==> config.mk <==
export PLATFORM = sky130hd
export DESIGN_NAME = load_store_unit_flat
export DESIGN_NICKNAME = d
export VERILOG_FILES = /design/src/rtl/load_store_unit_if.sv /design/src/rtl/load_store_unit.sv /design/src/flat_wrapper.sv
export SDC_FILE = /design/constraint.sdc
export NUM_CORES = 1
export LEC_CHECK = 0
export ABC_CLOCK_PERIOD_IN_PS = 1600
export CAP_MARGIN = 20
export CORE_MARGIN = 2
export CORE_UTILIZATION = 30
export DETAILED_ROUTE_END_ITERATION = 12
export SLEW_MARGIN = 20
export SYNTH_ARGS = -nofsm -noshare
export SYNTH_HDL_FRONTEND = slang
export SYNTH_SLANG_ARGS = --single-unit
==> constraint.sdc <==
create_clock -name clk -period 1.6 [get_ports clk]
set_input_delay 0.32 -clock clk [delete_from_list [all_inputs] [get_ports clk]]
set_output_delay 0.32 -clock clk [all_outputs]
set_load 0.01 [all_outputs]
==> src/rtl/load_store_unit_if.sv <==
// Data-memory bus between the load/store unit (master) and memory (slave):
// request/grant, then a read-data-valid response for loads.
interface load_store_unit_if;
  logic        Bus_Req_o;
  logic        Bus_We_o;
  logic [31:0] Bus_Addr_o;
  logic [31:0] Bus_WData_o;
  logic [3:0]  Bus_Be_o;
  logic        Bus_Gnt_i;
  logic        Bus_RValid_i;
  logic [31:0] Bus_RData_i;

  modport master (
    output Bus_Req_o, Bus_We_o, Bus_Addr_o, Bus_WData_o, Bus_Be_o,
    input  Bus_Gnt_i, Bus_RValid_i, Bus_RData_i
  );

  modport slave (
    input  Bus_Req_o, Bus_We_o, Bus_Addr_o, Bus_WData_o, Bus_Be_o,
    output Bus_Gnt_i, Bus_RValid_i, Bus_RData_i
  );
endinterface

==> src/rtl/load_store_unit.sv <==
// RISC-V load/store unit: turns LB/LH/LW/LBU/LHU/SB/SH/SW into a bus transaction.
// Optional bus-timeout abort is enabled by defining LSU_TIMEOUT_EN.
//
// state | meaning
// IDLE  | waiting for Mem_Req_i; access checked and captured here
// REQ   | Bus_Req_o high, bus fields held until grant
// RESP  | load granted, waiting for Bus_RValid_i
// DONE  | one-cycle completion pulse, datapath released
module load_store_unit #(
  parameter int unsigned TIMEOUT_CYCLES = 255
) (
  input  logic        clk,
  input  logic        reset,
  input  logic        Mem_Req_i,
  input  logic        Mem_Write_i,
  input  logic [2:0]  Funct3_i,
  input  logic [31:0] Address_i,
  input  logic [31:0] Store_Data_i,
  output logic        Stall_o,
  output logic        Done_o,
  output logic [31:0] Load_Data_o,
  output logic        Misaligned_o,
  output logic        Timeout_o,
  load_store_unit_if.master bus
);

  typedef enum logic [1:0] {IDLE, REQ, RESP, DONE} state_t;

  state_t      state_q, state_d;
  logic        we_q;
  logic [2:0]  funct3_q;
  logic [1:0]  lane_q;
  logic [31:0] addr_q;
  logic [31:0] wdata_q;
  logic [3:0]  be_q;
  logic [31:0] ld_q;
  logic        mis_q;

  logic        misaligned, illegal, bad_access;
  logic [31:0] st_wdata;
  logic [3:0]  st_be;
  logic [31:0] rd_shift;
  logic [31:0] ld_ext;
  logic        tmo_hit;
  logic        tmo_abort;
  logic        accept;

  assign accept = (state_q == IDLE) && Mem_Req_i;

  always_comb begin
    misaligned = 1'b0;
    illegal    = 1'b0;
    case (Funct3_i)
      3'b000, 3'b100: ;
      3'b001, 3'b101: misaligned = Address_i[0];
      3'b010:         misaligned = |Address_i[1:0];
      default:        illegal = 1'b1;
    endcase
    // Unsigned variants have no store counterpart.
    if (Mem_Write_i && Funct3_i[2])
      illegal = 1'b1;
  end

  assign bad_access = misaligned | illegal;

  always_comb begin
    st_wdata = Store_Data_i;
    st_be    = 4'b1111;
    if (Mem_Write_i) begin
      case (Funct3_i[1:0])
        2'b00: begin
          st_wdata = {4{Store_Data_i[7:0]}};
          st_be    = 4'b0001 << Address_i[1:0];
        end
        2'b01: begin
          st_wdata = {2{Store_Data_i[15:0]}};
          st_be    = Address_i[1] ? 4'b1100 : 4'b0011;
        end
        default: ;
      endcase
    end
  end

  // Halfword lanes are always even, so one shift serves both byte and halfword.
  assign rd_shift = bus.Bus_RData_i >> {lane_q, 3'b000};

  always_comb begin
    case (funct3_q)
      3'b000:  ld_ext = {{24{rd_shift[7]}}, rd_shift[7:0]};
      3'b001:  ld_ext = {{16{rd_shift[15]}}, rd_shift[15:0]};
      3'b100:  ld_ext = {24'd0, rd_shift[7:0]};
      3'b101:  ld_ext = {16'd0, rd_shift[15:0]};
      default: ld_ext = bus.Bus_RData_i;
    endcase
  end

  always_comb begin
    state_d   = state_q;
    tmo_abort = 1'b0;
    case (state_q)
      IDLE: if (Mem_Req_i) state_d = bad_access ? DONE : REQ;
      REQ: begin
        if (bus.Bus_Gnt_i)
          state_d = we_q ? DONE : RESP;
        else if (tmo_hit) begin
          state_d   = DONE;
          tmo_abort = 1'b1;
        end
      end
      RESP: begin
        if (bus.Bus_RValid_i)
          state_d = DONE;
        else if (tmo_hit) begin
          state_d   = DONE;
          tmo_abort = 1'b1;
        end
      end
      DONE:    state_d = IDLE;
      default: state_d = IDLE;
    endcase
  end

  always_ff @(posedge clk) begin
    if (reset) begin
      state_q  <= IDLE;
      we_q     <= 1'b0;
      funct3_q <= 3'd0;
      lane_q   <= 2'd0;
      addr_q   <= 32'd0;
      wdata_q  <= 32'd0;
      be_q     <= 4'd0;
      ld_q     <= 32'd0;
      mis_q    <= 1'b0;
    end else begin
      state_q <= state_d;
      if (accept) begin
        mis_q <= bad_access;
        if (!bad_access) begin
          we_q     <= Mem_Write_i;
          funct3_q <= Funct3_i;
          lane_q   <= Address_i[1:0];
          addr_q   <= {Address_i[31:2], 2'b00};
          wdata_q  <= st_wdata;
          be_q     <= st_be;
        end
      end
      if ((state_q == RESP) && bus.Bus_RValid_i)
        ld_q <= ld_ext;
      else if (tmo_abort && !we_q)
        ld_q <= 32'd0;
    end
  end

`ifdef LSU_TIMEOUT_EN
  localparam logic [15:0] TMO_LIMIT = 16'(TIMEOUT_CYCLES);

  logic [15:0] tmo_cnt_q;
  logic [15:0] tmo_cnt_inc;
  logic        tmo_q;

  assign tmo_cnt_inc = tmo_cnt_q + 16'd1;
  assign tmo_hit     = ((state_q == REQ) || (state_q == RESP)) && (tmo_cnt_inc == TMO_LIMIT);

  always_ff @(posedge clk) begin
    if (reset) begin
      tmo_cnt_q <= 16'd0;
      tmo_q     <= 1'b0;
    end else begin
      if ((state_q == REQ) || (state_q == RESP))
        tmo_cnt_q <= tmo_cnt_inc;
      else
        tmo_cnt_q <= 16'd0;
      if (state_q != DONE)
        tmo_q <= tmo_abort;
    end
  end

  assign Timeout_o = (state_q == DONE) && tmo_q;
`else
  assign tmo_hit   = 1'b0;
  assign Timeout_o = 1'b0;
`endif

  assign Stall_o      = Mem_Req_i && (state_q != DONE);
  assign Done_o       = (state_q == DONE);
  assign Misaligned_o = (state_q == DONE) && mis_q;
  assign Load_Data_o  = ld_q;

  assign bus.Bus_Req_o   = (state_q == REQ);
  assign bus.Bus_We_o    = we_q;
  assign bus.Bus_Addr_o  = addr_q;
  assign bus.Bus_WData_o = wdata_q;
  assign bus.Bus_Be_o    = be_q;

endmodule

==> src/flat_wrapper.sv <==
// flat-port wrapper written by rule: the top's interface ports become plain ports
module load_store_unit_flat 
#(
  parameter int unsigned TIMEOUT_CYCLES = 255
)
  (clk, reset, Mem_Req_i, Mem_Write_i, Funct3_i, Address_i, Store_Data_i, Stall_o, Done_o, Load_Data_o, Misaligned_o, Timeout_o, bus_Bus_Req_o, bus_Bus_We_o, bus_Bus_Addr_o, bus_Bus_WData_o, bus_Bus_Be_o, bus_Bus_Gnt_i, bus_Bus_RValid_i, bus_Bus_RData_i);
  load_store_unit_if bus_i ();
  input  logic clk;
  input  logic reset;
  input  logic Mem_Req_i;
  input  logic Mem_Write_i;
  input  logic [2:0] Funct3_i;
  input  logic [31:0] Address_i;
  input  logic [31:0] Store_Data_i;
  output logic Stall_o;
  output logic Done_o;
  output logic [31:0] Load_Data_o;
  output logic Misaligned_o;
  output logic Timeout_o;
  output wire logic [$bits(bus_i.Bus_Req_o)-1:0] bus_Bus_Req_o;
  output wire logic [$bits(bus_i.Bus_We_o)-1:0] bus_Bus_We_o;
  output wire logic [$bits(bus_i.Bus_Addr_o)-1:0] bus_Bus_Addr_o;
  output wire logic [$bits(bus_i.Bus_WData_o)-1:0] bus_Bus_WData_o;
  output wire logic [$bits(bus_i.Bus_Be_o)-1:0] bus_Bus_Be_o;
  input wire logic [$bits(bus_i.Bus_Gnt_i)-1:0] bus_Bus_Gnt_i;
  input wire logic [$bits(bus_i.Bus_RValid_i)-1:0] bus_Bus_RValid_i;
  input wire logic [$bits(bus_i.Bus_RData_i)-1:0] bus_Bus_RData_i;
  assign bus_Bus_Req_o = bus_i.Bus_Req_o;
  assign bus_Bus_We_o = bus_i.Bus_We_o;
  assign bus_Bus_Addr_o = bus_i.Bus_Addr_o;
  assign bus_Bus_WData_o = bus_i.Bus_WData_o;
  assign bus_Bus_Be_o = bus_i.Bus_Be_o;
  assign bus_i.Bus_Gnt_i = bus_Bus_Gnt_i;
  assign bus_i.Bus_RValid_i = bus_Bus_RValid_i;
  assign bus_i.Bus_RData_i = bus_Bus_RData_i;
  load_store_unit #(.TIMEOUT_CYCLES(TIMEOUT_CYCLES)) u_core (.clk(clk), .reset(reset), .Mem_Req_i(Mem_Req_i), .Mem_Write_i(Mem_Write_i), .Funct3_i(Funct3_i), .Address_i(Address_i), .Store_Data_i(Store_Data_i), .Stall_o(Stall_o), .Done_o(Done_o), .Load_Data_o(Load_Data_o), .Misaligned_o(Misaligned_o), .Timeout_o(Timeout_o), .bus(bus_i));
endmodule
Word-level counts from Yosys, hierarchy flattened
Cells that the tools add are included.

storage, ports and cells
  register bits after elaboration = 107
  input port bits = 105

cells by class
  equality and inequality tests = 15
  shift operators = 2
  muxes and demuxes = 16
  bitwise operators = 2
  reduce and logical (&&, ||, !) cells = 14

operators by type and width
  cell                                                 count
  case mux 32 bit (4 select lines)                     1
  two-way mux 32 bit                                   2
  case mux 32 bit (2 select lines)                     1
  >> shifter 32 x 5 -> 16 bit                          1
  equality test 3 bit, second input constant           4
  two-way mux 2 bit                                    4
  two-way mux 4 bit                                    2
  case mux 2 bit (4 select lines)                      1
  case mux 4 bit (2 select lines)                      1
  equality test 3 x 1 -> 1 bit, second input constant  2
  zero test 3 bit                                      2
  != test 2 bit, second input constant                 3
  logical AND 1 bit                                    5
  OR reduction 5 bit                                   1
  equality test 2 x 1 -> 1 bit, second input constant  2
  equality test 2 bit, second input constant           2
  zero test 2 bit                                      2
  OR reduction 2 bit                                   2
  << shifter 1 x 2 -> 4 bit, first input constant      1
  equality test 3 x 2 -> 1 bit, second input constant  1
  two-way mux 1 bit                                    3
  AND reduction 3 bit                                  1
  != test 2 x 1 -> 1 bit, second input constant        1
  case mux 1 bit (2 select lines)                      1
  3 further kinds                                      3

Depth between registers and ports, before layout
  depth in word-level cells = 8
  mapped depth = 8
  mapped depth without buffers = 6

Worst setup path after synthesis
No wires, ideal clock.

  path type = register -> register
  from = reg u_core.state_q[1]
  to = reg u_core.state_q[0]
  setup time = 0.095 ns
  arrival time = 1.541 ns
  required time = 1.505 ns
  slack = -0.036 ns
  stages on the path, launching flop included = 6
  path buffers = 0
  period minus slack after synthesis = 1.636 ns
  cell sequence = dfxtp_1 -> inv_1 -> ha_1 -> a222oi_1 -> o21ai_0 -> a221oi_1

between the ends
  word-level cells in the longest chain between the ends = 3
  elaborated cells between the ends (all ways) = 9
  classes of those cells = eq/ne (6); mux (1); reduce/logical (2)

ends and longest elaborated chain
  item                                     RTL line                source
  start, declared                          load_store_unit.sv:29   state_t state_q, state_d;
  start signal, assigned                   load_store_unit.sv:135  state_q <= state_d;
  equality test 2 x 1 -> 1 bit (*)         --
  via bus_Bus_Req_o                        flat_wrapper.sv:20      output wire logic [$bits(bus_i.Bus_Req_o)-1:0] bus_Bus_Req_o;
  != test 2 x 1 -> 1 bit (no source line)  --
  AND reduction 3 bit (no source line)     --

The timed path passes the listed nets; every way through them passes the cells marked *.
A chain may end at the register's enable or synchronous reset.

Worst setup path after layout
  from = reg u_core.state_q[0]
  to = reg u_core.state_q[0]

between the ends
  word-level cells in the longest chain between the ends = 3
  elaborated cells between the ends (all ways) = 9
  classes of those cells = eq/ne (6); mux (1); reduce/logical (2)

ends and longest elaborated chain
  item                                                                             RTL line                source
  equality test 2 bit (tied with other cells)                                      load_store_unit.sv:100  case (state_q)
  != test 2 bit (no source line) / != test 2 x 1 -> 1 bit (equally long branches)  --
  AND reduction 3 bit (no source line)                                             --

Several ways; a longest one is shown, not always the timed one.

==> impl_metrics.csv <==
group,metric,value,unit
logic_synthesis,yosysWarnings,0,
die,die_x,132,um
die,dieHeight,132,um
worst_setup_path,cp-endpoint,"u_core.state_q[0]",
power,power_frac_comb,35.2,%
sta,fin_ws,0.0109,ns
grt,grtUsageTotal,19.3,%
clocking,htree_levels,3,
flow_run,cap_violations,0,
clocking,holdBufCountCts,0,
outcome,status,"finished, final reports clean",
clocking,cts_tree,"yes",
layout,layout-drive-gt1-share,13.8,%
clocking,clock_latency,0.36,ns
sta,rsz0062_at_grt,"true",
grt,met3_usage,7.96,%
route,first_pass_iters,5,
die,fp.dieArea,17500,sq um
die,coreArea,16000,sq um
clocking,root_buffer,"clkbuf_16",
worst_setup_path,path_cells,"inv_2 > ha_2 > a222oi_1 > o21ai_1 > a221oi_1",
worst_setup_path,cp.arrival,1.84,ns
worst_setup_path,required,1.85,ns
placed_design,dp_hpwl,12600,um
layout,mostFrequentLayoutCells,"clkdlybuf4s50_1 (127), nand2_1 (112), dfxtp_1 (103)",
sta,finalSetupViolCount,0,
route,post_drt_wl_per_cell,16.6,um
logic_synthesis,ys_seq_elements,107,
logic_synthesis,synthesis.area,4940,sq um
grt,grt_max_degree,40,
placed_design,preCtsSetupSlack,-0.533,ns
worst_setup_path,crit_start,"u_core.state_q[0]",
clocking,clock_sinks,107,
route,drt-initial-drc-count,322,
power,vdd_drop_max,0.000500,V
route,drt_wl_total,17300,um
worst_hold_path,hp-class,"in2reg",
logic_synthesis,synth_cells,604,
power,p_switching,2.75,mW
clocking,clk_pin_slew,0.07,ns
grt,met2_usage,31.3,%
clocking,cts_buffers,9,
worst_setup_path,r2r-end,"u_core.state_q[0]",
sta,hold_viol_final,0,
die,ios,211,
worst_setup_path,worstSetupPathType,"reg2reg",
sta,drv_slew,0,
logic_synthesis,syn_area_per_cell,8.18,sq um
sta,max_freq,0.629,GHz
sta,clock_skew,0.0102,ns
power,powerDensity,1040,nW/um^2
route,ant_nets,0,
layout,final_common_cell,"clkdlybuf4s50_1",
power,leakagePower,3.87,nW
grt,gr-total-overflow,0,
clocking,cts_buffer_depth,2,
placed_design,io_buffers,207,
worst_setup_path,end_kind,"register",
worst_setup_path,crit_fanout,3,
layout,synthToLayoutAreaGrowth,64.4,%
worst_setup_path,rr_startpoint,"u_core.state_q[0]",
power,p_sw_share,32.5,%
grt,grt_pass1_vias,5229,
power,p_int,5.72,mW
worst_setup_path,slowest_delay,0.44,ns
route,drc_errors,0,
route,vias,5210,
power,power_frac_clock,26.0,%
worst_setup_path,reg2reg_depth,5,
logic_synthesis,seq_area_frac_synth,43.3,%
die,rows,46,
logic_synthesis,synth.distinct_cells,46,
grt,antenna_found_initial,3,
sta,finalCritPeriodShare,99.3,%
grt,use_met1,22.9,%
worst_setup_path,slowest_stage,"a222oi_1",
route,viasPerCell,4.99,
worst_setup_path,worst_setup_path_start_kind,"register",
grt,grt-busiest-layer,"met2",
die,start_util,30.9,%
worst_setup_path,reg2reg_slack,0.01,ns
layout,final_util,50.8,%
placed_design,gp_congestion,0.858,
layout,fin_nets,932,
sta,layout_min_cycle_time,1.59,ns
power,pwr-share-seq,38.8,%
grt,grt_pass1_wl,27000,um
through the flow:
step           hold slack [ns]  cell area [sq um]  power, mW  std cells  setup TNS (ns)
2_1_floorplan            0.448               4950       4.63        606               0
3_3_place_gp             0.441               7500       6.20       1022          -31.02
3_5_place_dp             0.448               7500       6.27       1022          -36.88
4_1_cts                  0.267               7890       8.52       1042        -0.00683
5_1_grt                  0.288               8120       8.97       1044          -0.451
6_report                 0.278               8120       8.46       1045               0
synthesized netlist by cell type (all sizes together):
cell	instances	area [sq um]
inv	6	22.5
nand4b	1	8.76
ha	5	62.6
a221oi	2	23.8
a311oi	2	30.0
nand3b	15	113
nor4	1	21.3
and2b	1	7.51
o22ai	16	100
dfxtp	107	2140
o31ai	8	73.8
buf	25	151
o211ai	8	60.1
a222oi	1	10.0
o21ai	16	83.8
nor2b	4	25.0
or3b	1	8.76
clkbuf	28	106
and2	2	12.5
o21ba	1	10.0
or3	1	6.26
and3b	1	8.76
nand2b	9	56.3
and3	16	100
nor3	14	70.1
o21bai	1	7.51
nand2	113	424
mux2	1	11.3
nor3b	1	12.5
a21oi	84	420
o21a	1	7.51
mux2i	33	334
o221ai	1	15.0
conb	1	3.75
nor2	52	195
a211oi	18	135
o2bb2ai	7	61.3
logic make-up (layout without fill, tap and decap cells):
| kind of cell | after synthesis | after routing | synth area share, % |
|---|---|---|---|
| AOI/OAI and AO/OA | 166 | 166 | 21.0 |
| buffers and inverters | 59 | 280 | 5.67 |
| other | 1 | 5 | 0.0759 |
| and+or+nand+nor | 232 | 232 | 21.6 |
| adders and majority gates | 5 | 5 | 1.27 |
| muxes | 34 | 34 | 6.99 |
| DFF | 107 | 107 | 43.3 |
worst min-delay path by stage:
stage / slack (ns) / startpoint / endpoint / cells past startpoint
detailed placement: 0.45 / u_core.bus.Bus_Addr_o[16] / u_core.bus.Bus_Addr_o[16] / 2
global placement: 0.44 / u_core.bus.Bus_Addr_o[18] / u_core.bus.Bus_Addr_o[18] / 2
CTS: 0.27 / reset / u_core.bus.Bus_Addr_o[28] / 2
floorplan: 0.45 / u_core.mis_q / u_core.mis_q / 2
finish: 0.28 / reset / u_core.bus.Bus_Addr_o[22] / 2
global route: 0.29 / reset / u_core.bus.Bus_Addr_o[21] / 2
power groups by stage:
stage | logic [mW] | registers, mW | clock network (mW)
finish | 2.98 | 3.29 | 2.20
floorplan | 1.18 | 3.46 | 0
CTS | 2.97 | 3.29 | 2.26
global route | 3.25 | 3.34 | 2.38
global placement | 2.87 | 3.33 | 0
detailed placement | 2.93 | 3.34 | 0
worst max-delay path, delay by kind of cell (launching register included):
family / cells / cell delay (ns)
AOI/OAI and AO/OA: 3 / 0.88
DFF: 1 / 0.36
buffers and inverters: 1 / 0.06
adders and majority gates: 1 / 0.19
layout make-up:
type | instances | area [sq um]
Clock buffer | 10 | 239
Sequential cell | 107 | 2150
Antenna cell | 2 | 5.00
Multi-Input combinational cell | 440 | 2680
Inverter | 6 | 22.5
Tap cell | 216 | 270
Timing Repair Buffer | 258 | 2710
Fill cell | 1533 | 7880
Clock inverter | 6 | 50.0
registers in the layout, indices dropped and copies added, names as in the netlist:
signal                  flops
u_core.Load_Data_o         32
u_core.bus.Bus_WData_o     32
u_core.bus.Bus_Addr_o      30
u_core.bus.Bus_Be_o         4
u_core.funct3_q             3
u_core.lane_q               2
u_core.state_q              2
u_core.bus.Bus_We_o         1
u_core.mis_q                1
layer usage:
metal	part of all wire, %	wire length, um
met2	47	8130
met1	41	7060
met5	0.075	13
met3	11	1840
met4	1.7	301
timing repair:
| action | CTS | global route |
|---|---|---|
| endpoints found under the setup margin | 116 | 130 |
| gates resized for setup | 53 | 75 |
| setup buffers | 3 | 1 |
| cloned | 1 | 1 |
| pin swaps | 2 | 3 |
Power figures use the tool's default switching activity.
